===== config.mk =====
export PLATFORM = sky130hd
export DESIGN_NAME = scoreboard_stall_unit
export DESIGN_NICKNAME = d
export VERILOG_FILES = /design/src/rtl/scoreboard_stall_unit_pkg.sv /design/src/rtl/scoreboard_entry.sv /design/src/rtl/scoreboard_stall_unit.sv
export SDC_FILE = /design/constraint.sdc
export NUM_CORES = 1
export LEC_CHECK = 0
export BUFFER_PORTS_ARGS = -buffer_cell sky130_fd_sc_hd__buf_2
export CAP_MARGIN = 5
export CORE_ASPECT_RATIO = 1.2
export CORE_MARGIN = 2
export CORE_UTILIZATION = 28
export CTS_CLUSTER_SIZE = 16
export DETAILED_ROUTE_END_ITERATION = 8
export PLACE_DENSITY_LB_ADDON = 0.3
export SLEW_MARGIN = 0
export SYNTH_ARGS = -nofsm -noshare
export SYNTH_HDL_FRONTEND = slang
export SYNTH_SLANG_ARGS = --single-unit

===== constraint.sdc =====
create_clock -name clock -period 4.75 [get_ports clock]
set_input_delay 0.7125 -clock clock [delete_from_list [all_inputs] [get_ports clock]]
set_output_delay 0.7125 -clock clock [all_outputs]
set_load 0.005 [all_outputs]

===== src/rtl/scoreboard_stall_unit_pkg.sv =====
// Shared core constants for the register scoreboard: default sizes and the
// opcodes whose destination writes return with variable latency.
package scoreboard_stall_unit_pkg;

    localparam int SB_NUM_REGS    = 32;
    localparam int SB_REG_BITS    = 5;
    localparam int SB_MAX_PENDING = 4;
    localparam int SB_CNT_BITS    = 3;

    typedef enum logic [6:0] {
        OPC_LOAD   = 7'b0000011,
        OPC_OP_IMM = 7'b0010011,
        OPC_STORE  = 7'b0100011,
        OPC_OP     = 7'b0110011
    } opcode_e;

    // Loads are the only opcode class that always writes back late.
    function automatic logic is_long_opcode(input opcode_e op);
        return op == OPC_LOAD;
    endfunction

endpackage


===== src/rtl/scoreboard_entry.sv =====
// One saturating pending-write counter for a single architectural register.
module scoreboard_entry #(
    parameter int CNT_BITS = 3
) (
    input  logic                clock,
    input  logic                reset,
    input  logic                inc,
    input  logic                dec,
    output logic [CNT_BITS-1:0] count,
    output logic                nonzero
);

    localparam logic [CNT_BITS-1:0] CNT_MAX = '1;

    // inc and dec together cancel; both directions saturate.
    always_ff @(posedge clock or posedge reset) begin
        if (reset) begin
            count <= '0;
        end else if (inc && !dec && count != CNT_MAX) begin
            count <= count + 1'b1;
        end else if (dec && !inc && count != '0) begin
            count <= count - 1'b1;
        end
    end

    assign nonzero = |count;

endmodule


===== src/rtl/scoreboard_stall_unit.sv =====
// Register scoreboard: tracks outstanding long-latency writes per register
// and stalls decode on source hazards or when the pending pool is full.
module scoreboard_stall_unit
    import scoreboard_stall_unit_pkg::*;
#(
    parameter int NUM_REGS    = SB_NUM_REGS,
    parameter int REG_BITS    = SB_REG_BITS,
    parameter int MAX_PENDING = SB_MAX_PENDING,
    parameter int CNT_BITS    = SB_CNT_BITS,
    parameter int PEND_BITS   = $clog2(MAX_PENDING + 1)
) (
    input  logic                 clock,
    input  logic                 reset,
    input  logic                 issue_valid,
    input  logic                 issue_long,
    input  logic [REG_BITS-1:0]  issue_rd,
    input  logic [REG_BITS-1:0]  rs1,
    input  logic [REG_BITS-1:0]  rs2,
    input  logic                 rs1_read,
    input  logic                 rs2_read,
    input  logic                 complete_valid,
    input  logic [REG_BITS-1:0]  complete_rd,
    output logic                 stall_decode,
    output logic                 issue_accept,
    output logic                 rs1_pending,
    output logic                 rs2_pending,
    output logic [PEND_BITS-1:0] pending_total,
    output logic                 full,
    output logic                 underflow_error
);

    localparam logic [PEND_BITS-1:0] PEND_MAX = PEND_BITS'(MAX_PENDING);
    localparam logic [CNT_BITS-1:0]  CNT_ONE  = CNT_BITS'(1);

    logic [NUM_REGS-1:0][CNT_BITS-1:0] cnt;
    logic [NUM_REGS-1:0]               nz;
    logic                              issue_cnt;
    logic                              comp_ok;
    logic                              comp_bad;
    logic                              rs1_busy;
    logic                              rs2_busy;
    logic                              rs1_release;
    logic                              rs2_release;

    // x0 is hardwired as never pending.
    assign cnt[0] = '0;
    assign nz[0]  = 1'b0;

    for (genvar i = 1; i < NUM_REGS; i++) begin : g_entry
        scoreboard_entry #(
            .CNT_BITS (CNT_BITS)
        ) u_entry (
            .clock   (clock),
            .reset   (reset),
            .inc     (issue_cnt && issue_rd == REG_BITS'(i)),
            .dec     (comp_ok && complete_rd == REG_BITS'(i)),
            .count   (cnt[i]),
            .nonzero (nz[i])
        );
    end

    assign full = (pending_total == PEND_MAX);

    // A completion retiring the last pending write clears the hazard this cycle.
    assign rs1_busy    = rs1_read && nz[rs1];
    assign rs2_busy    = rs2_read && nz[rs2];
    assign rs1_release = complete_valid && complete_rd == rs1 && cnt[rs1] == CNT_ONE;
    assign rs2_release = complete_valid && complete_rd == rs2 && cnt[rs2] == CNT_ONE;
    assign rs1_pending = rs1_busy && !rs1_release;
    assign rs2_pending = rs2_busy && !rs2_release;

    assign stall_decode = issue_valid &&
                          (rs1_pending || rs2_pending || (issue_long && full && !complete_valid));
    assign issue_accept = issue_valid && !stall_decode;

    assign issue_cnt = issue_accept && issue_long && issue_rd != '0;
    assign comp_ok   = complete_valid && nz[complete_rd];
    assign comp_bad  = complete_valid && complete_rd != '0 && !nz[complete_rd];

    always_ff @(posedge clock or posedge reset) begin
        if (reset) begin
            pending_total <= '0;
        end else begin
            case ({issue_cnt, comp_ok})
                2'b10: if (pending_total != PEND_MAX) pending_total <= pending_total + 1'b1;
                2'b01: if (pending_total != '0) pending_total <= pending_total - 1'b1;
                default: ;
            endcase
        end
    end

    always_ff @(posedge clock or posedge reset) begin
        if (reset) begin
            underflow_error <= 1'b0;
        end else if (comp_bad) begin
            underflow_error <= 1'b1;
        end
    end

endmodule


==> results.toml <==
[clock_network]
cts_max_level = 3
cts_buffers = 9
cts_tree = "yes"
clk_pin_slew_ns = 0.08
cts_root_buf = "clkbuf_16"
cts_hold_buf = 0
cts_sinks = 97
clockBufferDepth = 2
clk_latency_ns = 0.39

[worst_hold_path]
hold_depth = 1
hp-class = "reg -> reg"
holdCritStartpoint = "underflow_error"
holdPathEnd = "underflow_error"

[power]
ir_drop_mv = 0.236
power_leakage_nw = 4.91
power_density_mw_per_mm2 = 451

[layout]
drive_gt1_share_pct = 17.6
nNetsFinal = 1444
area_growth_pct = 13.7
finalNonFillerCells = 1914
num_antenna_cells = 0

[timing]
tightest_slew_ns = 1.06
fin_worst_skew_ns = 0.0107
finalSetupViolations = 0
relSlewSlack_pct = 28.5
post-route-min-period_ns = 4.53
fin_crit_sh_pct = 95.5
fin_hold_ws_ns = 0.507
hold_viol = 0
slew_violations = 0
rsz0062_at_grt = "false"
max_freq_mhz = 221

[worst_setup_path]
critPathBufInv = 4
cpLargestDelayFamily = "compound AO/OA/AOI/OAI gates"
critPathMaxStageDelay_ns = 0.82
worst_path_most_repeated_cell = "buf_4"
r2r_start = "g_entry[17].u_entry.count[1]"
arrival_ns = 3.82
cp_max_fo = 21
critPathRequiredTime_ns = 4.04
start_kind = "flop"
r2r_slack_ns = 0.26
path_cells = "buf_4 -> mux4_2 -> a41o_1 -> o2111a_1 -> a211oi_1 -> a21o_1 -> buf_12 -> nor2_1 -> buf_4 -> and3_1 -> buf_2"
path_class = "reg -> out"
crit_slowest_cell = "a211oi_1"
critPathCaptureType = "output pin"
r2r_cells = 14
r2r_end = "g_entry[18].u_entry.count[2]"

[grt]
grt_util_all_layers_pct = 18.6
grt.overflow.total = 0
antenna_found_initial = 1
grt_max_degree = 67
grt_pass1_vias = 10300
grt_first_pass_wirelength_um = 58600

[place]
port_buffers = 35
place_congestion = 0.987
dp_cells = 1898
place_hpwl_um = 28600

[logic_synthesis]
synth_async_sr_flop_share_pct = 100
ys_seq_area_share_pct = 22.2
synthDistinctLibCells = 91
yosysWarnings = 0
synth_edf_count = 0
synthTopCellsByCount = "nand2_1, dfrtp_1, nor2_1"
synth_top_cell_by_area = "dfrtp_1"
ys.flop_type = "dfrtp_1"
synth.most_common_cell = "nand2_1"
synth_top_area_share_pct = 22.2
synth.avg_cell_area_um2 = 8.13
ys_ff_latch = 97
syn_nets = 1407
synthesis.instances = 1346
yosys-top-cells-area = "dfrtp_1, mux2i_1, nand2_1, fa_1, mux4_2"
post_synth_instance_area_mm2 = 0.0109

[route]
viasPerCell = 5.62
post-route-drc-count = 0
wl_um = 36900
initialDrtViolationCount = 939
num_vias = 10800
first_pass_iters = 5
antenna_left = 0
routedWlPerCell_um = 19.3

[die]
num_io_pins = 36
std_cell_rows = 79
die_y_um = 221
initial_utilization_pct = 28.3
die_w_um = 185
die-area_mm2 = 0.0407
core_area_mm2 = 0.0386

[status]
status = "finished, final reports clean"

[job]
maxCapViolCount = 0
==> how the worst max path moves through the flow <==
stage | endpoint | depth (start not counted) | start
after floorplan | g_entry[1].u_entry.count[2] | 17 | complete_rd[0]
final | issue_accept | 11 | g_entry[31].u_entry.count[0]
after global placement | g_entry[1].u_entry.count[2] | 15 | rs2[0]
after global routing | g_entry[30].u_entry.count[2] | 14 | g_entry[17].u_entry.count[1]
after detailed placement | g_entry[1].u_entry.count[2] | 15 | rs2[2]
after CTS | g_entry[1].u_entry.count[2] | 13 | g_entry[17].u_entry.count[1]
==> state kept, by name (all words and copies together) (netlist names) <==
name,flops
pending_total,3
underflow_error,1
g_entry.u_entry.count,93
==> per-layer routing <==
| layer | vias up | global-route usage, % | routed length, µm |
|---|---|---|---|
| li1 | 5042 | - | - |
| met1 | 5219 | 25.0 | 16400 |
| met2 | 398 | 29.2 | 16700 |
| met3 | 98 | 2.81 | 2310 |
| met4 | 2 | 9.01 | 1610 |
| met5 | - | 0 | 13 |
==> area by class of cell <==
type,count,area [µm²]
fill,4063,26200
multi-input combinational,1082,7850
sequential,97,2430
timing repair buffer,136,1010
tap,526,658
clock buffer,9,225
inverter,57,221
clock inverter,7,62.6
==> cell families (layout without fill, tap and decap cells) <==
logic type               count (synthesis)  count (layout)  share of synthesized area, %
flip-flops                              97              97                          22.2
AND/OR/NAND/NOR                        579             579                          28.5
XOR/XNOR                                39              39                          3.12
multiplexers                           118             118                          13.4
adder cells (fa/ha/maj)                 34              34                          6.08
AO/OA/AOI/OAI                          312             312                          19.9
buffers and inverters                  167             209                          6.87
==> layout by cell type, fill, tap and decap left out, drive strengths merged, types with 21 or more instances in the layout <==
cell | synthesis | final
dfrtp | 97 | 97
o21ai | 47 | 47
a211oi | 32 | 32
nor3 | 76 | 76
buf | 48 | 136
nand2 | 174 | 174
nor2 | 85 | 85
mux4 | 21 | 21
mux2i | 76 | 76
inv | 55 | 57
nand3 | 63 | 63
a21oi | 76 | 76
nor4 | 31 | 31
xnor2 | 30 | 30
fa | 32 | 32
mux2 | 21 | 21
==> per-stage QoR <==
step           instance area (µm²)  setup slack, ns  setup TNS, ns  total power [mW]  utilization [%]
2_1_floorplan                10900            0.242              0              3.93                -
3_3_place_gp                 12100           -0.208         -0.278              4.72             31.3
3_5_place_dp                 12100           -0.158         -0.246              4.79             31.3
4_1_cts                      12400            0.168              0              5.59             32.1
5_1_grt                      12500          0.00571              0              6.11             32.2
6_report                     12500            0.216              0              5.61             32.2
==> where the power goes <==
part           internal, mW  switching, mW
sequential             1.17          0.808
clock                 0.365          0.399
combinational          1.35           1.52
total                  2.89           2.72
==> what timing repair did <==
item,4_1_cts,5_1_grt
setup buffers,0,0
resized for setup,0,12
setup endpoints to repair,0,11
Power figures use the tool's default switching activity.
